**src/rtl/axi4l_pkg.sv**
```systemverilog
// Shared definitions for the AXI4-Lite to register-bus bridge.
//   OKAY / SLVERR : AXI response encodings
//   state_t       : bridge transaction state
package axi4l_pkg;

   localparam logic [1:0] OKAY   = 2'b00;
   localparam logic [1:0] SLVERR = 2'b10;

   typedef enum logic [2:0] {
      ST_IDLE    = 3'd0,
      ST_WR_REQ  = 3'd1,
      ST_WR_RESP = 3'd2,
      ST_RD_REQ  = 3'd3,
      ST_RD_RESP = 3'd4
   } state_t;

endpackage

```
**src/rtl/axi4l_ack_timer.sv**
```systemverilog
// Cycle counter bounding how long a register request waits for its ack.
//   axi4l_aclk  : clock
//   axi4l_arstn : async reset, active-high
//   i_clr       : return the count to zero (has priority)
//   i_en        : count one cycle
//   o_expired   : ACK_TIMEOUT cycles have elapsed including the current one
module axi4l_ack_timer #(
   parameter int unsigned ACK_TIMEOUT = 16
) (
   input  logic axi4l_aclk,
   input  logic axi4l_arstn,
   input  logic i_clr,
   input  logic i_en,
   output logic o_expired
);

   localparam int unsigned CNT_W = $clog2(ACK_TIMEOUT + 1);

   logic [CNT_W-1:0] r_count;

   // Counts completed waiting cycles; cleared whenever no request is pending.
   always_ff @(posedge axi4l_aclk or posedge axi4l_arstn) begin
      if (axi4l_arstn) begin
         r_count <= '0;
      end else if (i_clr) begin
         r_count <= '0;
      end else if (i_en) begin
         r_count <= r_count + CNT_W'(1);
      end
   end

   // Flag on the last allowed cycle so the request drops after exactly ACK_TIMEOUT cycles.
   assign o_expired = (r_count == CNT_W'(ACK_TIMEOUT - 1));

endmodule

```
**src/rtl/axi4l_regs_bridge.sv**
```systemverilog
// AXI4-Lite slave converting single reads/writes into a req/ack register bus.
//   axi4l_aclk, axi4l_arstn       : clock, async active-high reset
//   s_axi_aw*/w*/b*/ar*/r*        : AXI4-Lite slave channels
//   reg_addr/wdata/wren/rden/req  : register bus request (held until ack/timeout)
//   reg_rdata/reg_ack             : register bus response
module axi4l_regs_bridge
   import axi4l_pkg::*;
#(
   parameter int unsigned AXI_ADDR_WIDTH = 32,
   parameter int unsigned AXI_DATA_WIDTH = 32,
   parameter int unsigned REG_ADDR_WIDTH = 4,
   parameter int unsigned REG_DATA_WIDTH = 32,
   parameter int unsigned ACK_TIMEOUT    = 16
) (
   input  logic                        axi4l_aclk,
   input  logic                        axi4l_arstn,
   input  logic [AXI_ADDR_WIDTH-1:0]   s_axi_awaddr,
   input  logic                        s_axi_awvalid,
   output logic                        s_axi_awready,
   input  logic [AXI_DATA_WIDTH-1:0]   s_axi_wdata,
   input  logic [AXI_DATA_WIDTH/8-1:0] s_axi_wstrb,
   input  logic                        s_axi_wvalid,
   output logic                        s_axi_wready,
   output logic [1:0]                  s_axi_bresp,
   output logic                        s_axi_bvalid,
   input  logic                        s_axi_bready,
   input  logic [AXI_ADDR_WIDTH-1:0]   s_axi_araddr,
   input  logic                        s_axi_arvalid,
   output logic                        s_axi_arready,
   output logic [AXI_DATA_WIDTH-1:0]   s_axi_rdata,
   output logic [1:0]                  s_axi_rresp,
   output logic                        s_axi_rvalid,
   input  logic                        s_axi_rready,
   output logic [REG_ADDR_WIDTH-1:0]   reg_addr,
   output logic [REG_DATA_WIDTH-1:0]   reg_wdata,
   output logic                        reg_wren,
   input  logic [REG_DATA_WIDTH-1:0]   reg_rdata,
   output logic                        reg_rden,
   output logic                        reg_req,
   input  logic                        reg_ack
);

   localparam int unsigned STRB_W = AXI_DATA_WIDTH / 8;

   state_t                    r_state;
   logic                      r_aw_full;
   logic                      r_w_full;
   logic                      r_ar_full;
   logic                      r_last_wr;
   logic [REG_ADDR_WIDTH-1:0] r_awaddr;
   logic [REG_ADDR_WIDTH-1:0] r_araddr;
   logic [REG_DATA_WIDTH-1:0] r_wdata;
   logic [STRB_W-1:0]         r_wstrb;

   logic w_in_req;
   logic w_expired;
   logic w_wr_go;
   logic w_rd_go;
   logic w_unused;

   // Address bits outside the word index and excess data bits are intentionally dropped.
   assign w_unused = ^{s_axi_awaddr, s_axi_araddr, s_axi_wdata};

   // Each channel accepts a new beat only while its one-entry buffer is empty.
   assign s_axi_awready = ~r_aw_full & ~axi4l_arstn;
   assign s_axi_wready  = ~r_w_full  & ~axi4l_arstn;
   assign s_axi_arready = ~r_ar_full & ~axi4l_arstn;

   assign w_in_req = (r_state == ST_WR_REQ) || (r_state == ST_RD_REQ);

   // Write wins a tie unless the last served transaction was a write.
   assign w_wr_go = r_aw_full & r_w_full & (~r_ar_full | ~r_last_wr);
   assign w_rd_go = r_ar_full & ~w_wr_go;

   axi4l_ack_timer #(
      .ACK_TIMEOUT (ACK_TIMEOUT)
   ) u_ack_timer (
      .axi4l_aclk  (axi4l_aclk),
      .axi4l_arstn (axi4l_arstn),
      .i_clr       (~w_in_req),
      .i_en        (w_in_req),
      .o_expired   (w_expired)
   );

   // Channel buffers and transaction FSM with registered outputs.
   always_ff @(posedge axi4l_aclk or posedge axi4l_arstn) begin
      if (axi4l_arstn) begin
         r_state      <= ST_IDLE;
         r_aw_full    <= 1'b0;
         r_w_full     <= 1'b0;
         r_ar_full    <= 1'b0;
         r_last_wr    <= 1'b0;
         r_awaddr     <= '0;
         r_araddr     <= '0;
         r_wdata      <= '0;
         r_wstrb      <= '0;
         s_axi_bresp  <= OKAY;
         s_axi_bvalid <= 1'b0;
         s_axi_rdata  <= '0;
         s_axi_rresp  <= OKAY;
         s_axi_rvalid <= 1'b0;
         reg_addr     <= '0;
         reg_wdata    <= '0;
         reg_wren     <= 1'b0;
         reg_rden     <= 1'b0;
         reg_req      <= 1'b0;
      end else begin
         if (s_axi_awvalid && s_axi_awready) begin
            r_aw_full <= 1'b1;
            r_awaddr  <= s_axi_awaddr[REG_ADDR_WIDTH+1:2];
         end
         if (s_axi_wvalid && s_axi_wready) begin
            r_w_full <= 1'b1;
            r_wdata  <= s_axi_wdata[REG_DATA_WIDTH-1:0];
            r_wstrb  <= s_axi_wstrb;
         end
         if (s_axi_arvalid && s_axi_arready) begin
            r_ar_full <= 1'b1;
            r_araddr  <= s_axi_araddr[REG_ADDR_WIDTH+1:2];
         end

         case (r_state)
            ST_IDLE: begin
               if (w_wr_go) begin
                  r_last_wr <= 1'b1;
                  // A partial-strobe write never reaches the register file.
                  if (&r_wstrb) begin
                     r_state   <= ST_WR_REQ;
                     reg_req   <= 1'b1;
                     reg_wren  <= 1'b1;
                     reg_addr  <= r_awaddr;
                     reg_wdata <= r_wdata;
                  end else begin
                     r_state      <= ST_WR_RESP;
                     s_axi_bvalid <= 1'b1;
                     s_axi_bresp  <= SLVERR;
                  end
               end else if (w_rd_go) begin
                  r_last_wr <= 1'b0;
                  r_state   <= ST_RD_REQ;
                  reg_req   <= 1'b1;
                  reg_rden  <= 1'b1;
                  reg_addr  <= r_araddr;
               end
            end

            ST_WR_REQ: begin
               if (reg_ack || w_expired) begin
                  r_state      <= ST_WR_RESP;
                  reg_req      <= 1'b0;
                  reg_wren     <= 1'b0;
                  s_axi_bvalid <= 1'b1;
                  s_axi_bresp  <= reg_ack ? OKAY : SLVERR;
               end
            end

            ST_WR_RESP: begin
               if (s_axi_bready) begin
                  r_state      <= ST_IDLE;
                  s_axi_bvalid <= 1'b0;
                  r_aw_full    <= 1'b0;
                  r_w_full     <= 1'b0;
               end
            end

            ST_RD_REQ: begin
               if (reg_ack || w_expired) begin
                  r_state      <= ST_RD_RESP;
                  reg_req      <= 1'b0;
                  reg_rden     <= 1'b0;
                  s_axi_rvalid <= 1'b1;
                  s_axi_rresp  <= reg_ack ? OKAY : SLVERR;
                  s_axi_rdata  <= reg_ack ? AXI_DATA_WIDTH'(reg_rdata) : '0;
               end
            end

            ST_RD_RESP: begin
               if (s_axi_rready) begin
                  r_state      <= ST_IDLE;
                  s_axi_rvalid <= 1'b0;
                  r_ar_full    <= 1'b0;
               end
            end

            default: r_state <= ST_IDLE;
         endcase
      end
   end

endmodule

```
**config.mk**
```make
export PLATFORM = sky130hd
export DESIGN_NAME = axi4l_regs_bridge
export DESIGN_NICKNAME = d
export VERILOG_FILES = /design/src/rtl/axi4l_pkg.sv /design/src/rtl/axi4l_ack_timer.sv /design/src/rtl/axi4l_regs_bridge.sv
export SDC_FILE = /design/constraint.sdc
export NUM_CORES = 1
export LEC_CHECK = 0
export CORE_MARGIN = 2
export CORE_UTILIZATION = 40
export DETAILED_ROUTE_END_ITERATION = 8
export PLACE_DENSITY = 0.76
export REMOVE_ABC_BUFFERS = 1
export SYNTH_ARGS = -nofsm -noshare
export SYNTH_HDL_FRONTEND = slang
export SYNTH_SLANG_ARGS = --single-unit
```
**constraint.sdc**
```tcl
create_clock -name axi4l_aclk -period 5.6 [get_ports axi4l_aclk]
set_input_delay 1.4 -clock axi4l_aclk [delete_from_list [all_inputs] [get_ports axi4l_aclk]]
set_output_delay 1.4 -clock axi4l_aclk [all_outputs]
set_load 0.005 [all_outputs]
```
==> qor.yml <==
fp.dieH_um: 118
dp_cells: 670
timing.rr.end: "r_state[2]"
port_buffers: 161
grt_max_degree: 74
worstPathRequired_ns: 4.20
min_path_type: "reg -> reg"
nFillCells: 1057
grtUsageTotal_pct: 17.6
period_minus_slack_ns: 3.98
post-cts-setup-buffer-count: 0
ir_drop_v: 0.000281
core_mm2: 0.0127
power_mw: 4.07
synth_mux_area_share_pct: 18.2
die_area_mm2: 0.0140
cts_buffers: 17
worstPathArrival_ns: 2.58
avgRoutedWirePerCell_um: 16.6
clock_sinks: 131
multi_input_comb_area_mm2: 0.00176
clk_pin_slew_ns: 0.05
worstRegToRegCells: 7
synth_edf_count: 0
maxSlewViolCount: 0
hold_end: "u_ack_timer.r_count[0]"
ys_seq_area_share_pct: 62.9
p_leak_nw: 3.35
tightestPinTransition_ns: 1.20
yosys.area_share.simple_pct: 5.43
antenna_cells: 0
viasPerCell: 4.89
layout.nets: 659
p_per_area_mw_per_mm2: 543
fmax_mhz: 251
yosysWarnings: 0
route.vias.total: 3430
synth_top_area_share_pct: 62.9
hold_depth: 1
cp-start-kind: "primary input"
die-width_um: 118
hp-start: "u_ack_timer.r_count[0]"
drive_gt1_share_pct: 21.2
worstSetupPathType: "in -> out"
cp-end-kind: "primary output"
synth_cells: 356
gp_congestion: 0.746
cts_tree: "yes"
clk_latency_ns: 0.40
synth_fa_ha_area_share_pct: 0.480
synth_cell_type_count: 41
cts_buffer_depth: 2
utilization_pct: 59.1
register_area_mm2: 0.00328
synth.most_common_cell: "dfrtp_1"
clock_skew_ns: 0.00647
drc_errors: 0
cts_hold_buf: 0
synth-compound-area-share_pct: 9.22
final_hold_viol_count: 0
setup_viol: 0
rrSetupSlack_ns: 2.90
root_buffer: "clkbuf_16"
synthFlopType: "dfrtp_1"
rsz0062_at_grt: "false"
grt_pass1_wl_mm: 19.3
postCtsResizedCells: 0
areaGrowthSynthToFinish_pct: 43.6
fin_cells: 701
grt_pass1_vias: 3802
synth_commonest_cells: "131 x dfrtp_1, 51 x mux2_2, 33 x a22o_1, 25 x mux2_4, 15 x nor2_1"
wl_mm: 11.6
synth_xor_area_share_pct: 0.336
cap_viol_max_count: 0
cp_max_fo: 4
synth.ff_latch_count: 131
grt_overflow: 0
drtIter0Drc: 209
synth_area_per_cell_um2: 14.6
dpl.hpwl_mm: 7.99
initial_utilization_pct: 41.1
ios: 220
synth_area_mm2: 0.00521
rows: 41
firstDrtPassIters: 5
status: "finished clean"
period_share_pct: 71.1
htreeDepth: 4
async_flop_share_pct: 100
antenna_found_initial: 0
slew_headroom_pct: 20.1
synthTopCellsByArea: "dfrtp_1 63%, mux2_2 11%, mux2_4 7.2%, a22o_1 5.5%, a21oi_1 1.2%"
fin_setup_tns_ns: 0
ant_nets: 0
rr_startpoint: "u_ack_timer.r_count[0]"
synth_top_family_by_area: "multiplexers"
synth.largest_area_cell: "dfrtp_1"
## where the power goes
group / internal (mW) / switching (mW) / total (mW) / leakage (nW)
Sequential: 1.39 / 0.276 / 1.67 / 1.64
Combinational: 0.925 / 0.447 / 1.37 / 1.43
Clock: 0.652 / 0.375 / 1.03 / 0.274
## placed cells by master, fill, tap and decap left out, types with 5 or more instances in the layout
master,count
a22o_1,33
nand2_1,9
dfrtp_1,131
nor2_1,15
clkdlybuf4s50_1,161
a21oi_1,12
clkbuf_1,5
o21ai_0,7
inv_1,10
mux2_4,25
clkbuf_16,17
mux2_2,51
and2_1,5
## registers in the layout, indices dropped and copies added (netlist names), 3 cells and up
register,flops
r_wdata,32
r_araddr,4
r_state,3
s_axi_rdata,32
r_wstrb,4
u_ack_timer.r_count,5
reg_addr,4
reg_wdata,32
r_awaddr,4
## metrics by stage
stage | worst slack (ns) | hold WS (ns) | cell area (um^2)
floorplan | 0.702 | 0.429 | 5080
global placement | 1.65 | 0.443 | 6930
detailed placement | 1.63 | 0.453 | 6930
CTS | 1.62 | 0.459 | 7480
global route | 1.58 | 0.492 | 7480
finish | 1.62 | 0.464 | 7480
## metal layers
layer  vias up  part of all wire, %  track usage [%]
met5         -                    0                0
met2       101                   52             29.6
met1      1719                   40             20.4
met3        26                  5.6             5.57
li1       1584                    -                -
met4         0                  2.5             8.06
## worst max path at each step
stage          cells after the start         from  slack [ns]       endpoint
2_1_floorplan                      1  axi4l_arstn        0.70      r_ar_full
3_3_place_gp                       3  axi4l_arstn        1.65  s_axi_awready
3_5_place_dp                       3  axi4l_arstn        1.63  s_axi_arready
4_1_cts                            3  axi4l_arstn        1.62  s_axi_arready
5_1_grt                            3  axi4l_arstn        1.58  s_axi_arready
6_report                           3  axi4l_arstn        1.62   s_axi_wready
## worst max-delay path, stage by stage
cell and delay (ns):
clkdlybuf4s50_1 0.50, nor2_1 0.16, clkdlybuf4s50_1 0.52
## final cells by class
cell class	instances	share of cell area [%]
flip-flops and latches	131	43.8
multi-input cells	194	23.6
repair buffers	162	21.8
clock buffers	26	6.67
well taps	172	2.88
clock inverters	5	0.669
inverters	11	0.585
## kinds of logic after synthesis
logic type / count (synthesis)
mux: 76
compound gates: 65
simple gates: 47
other cells: 1
fa+ha+maj: 2
xor+xnor: 2
buf+inv: 32
flops: 131
No activity file was read; power rests on OpenSTA's default activity.
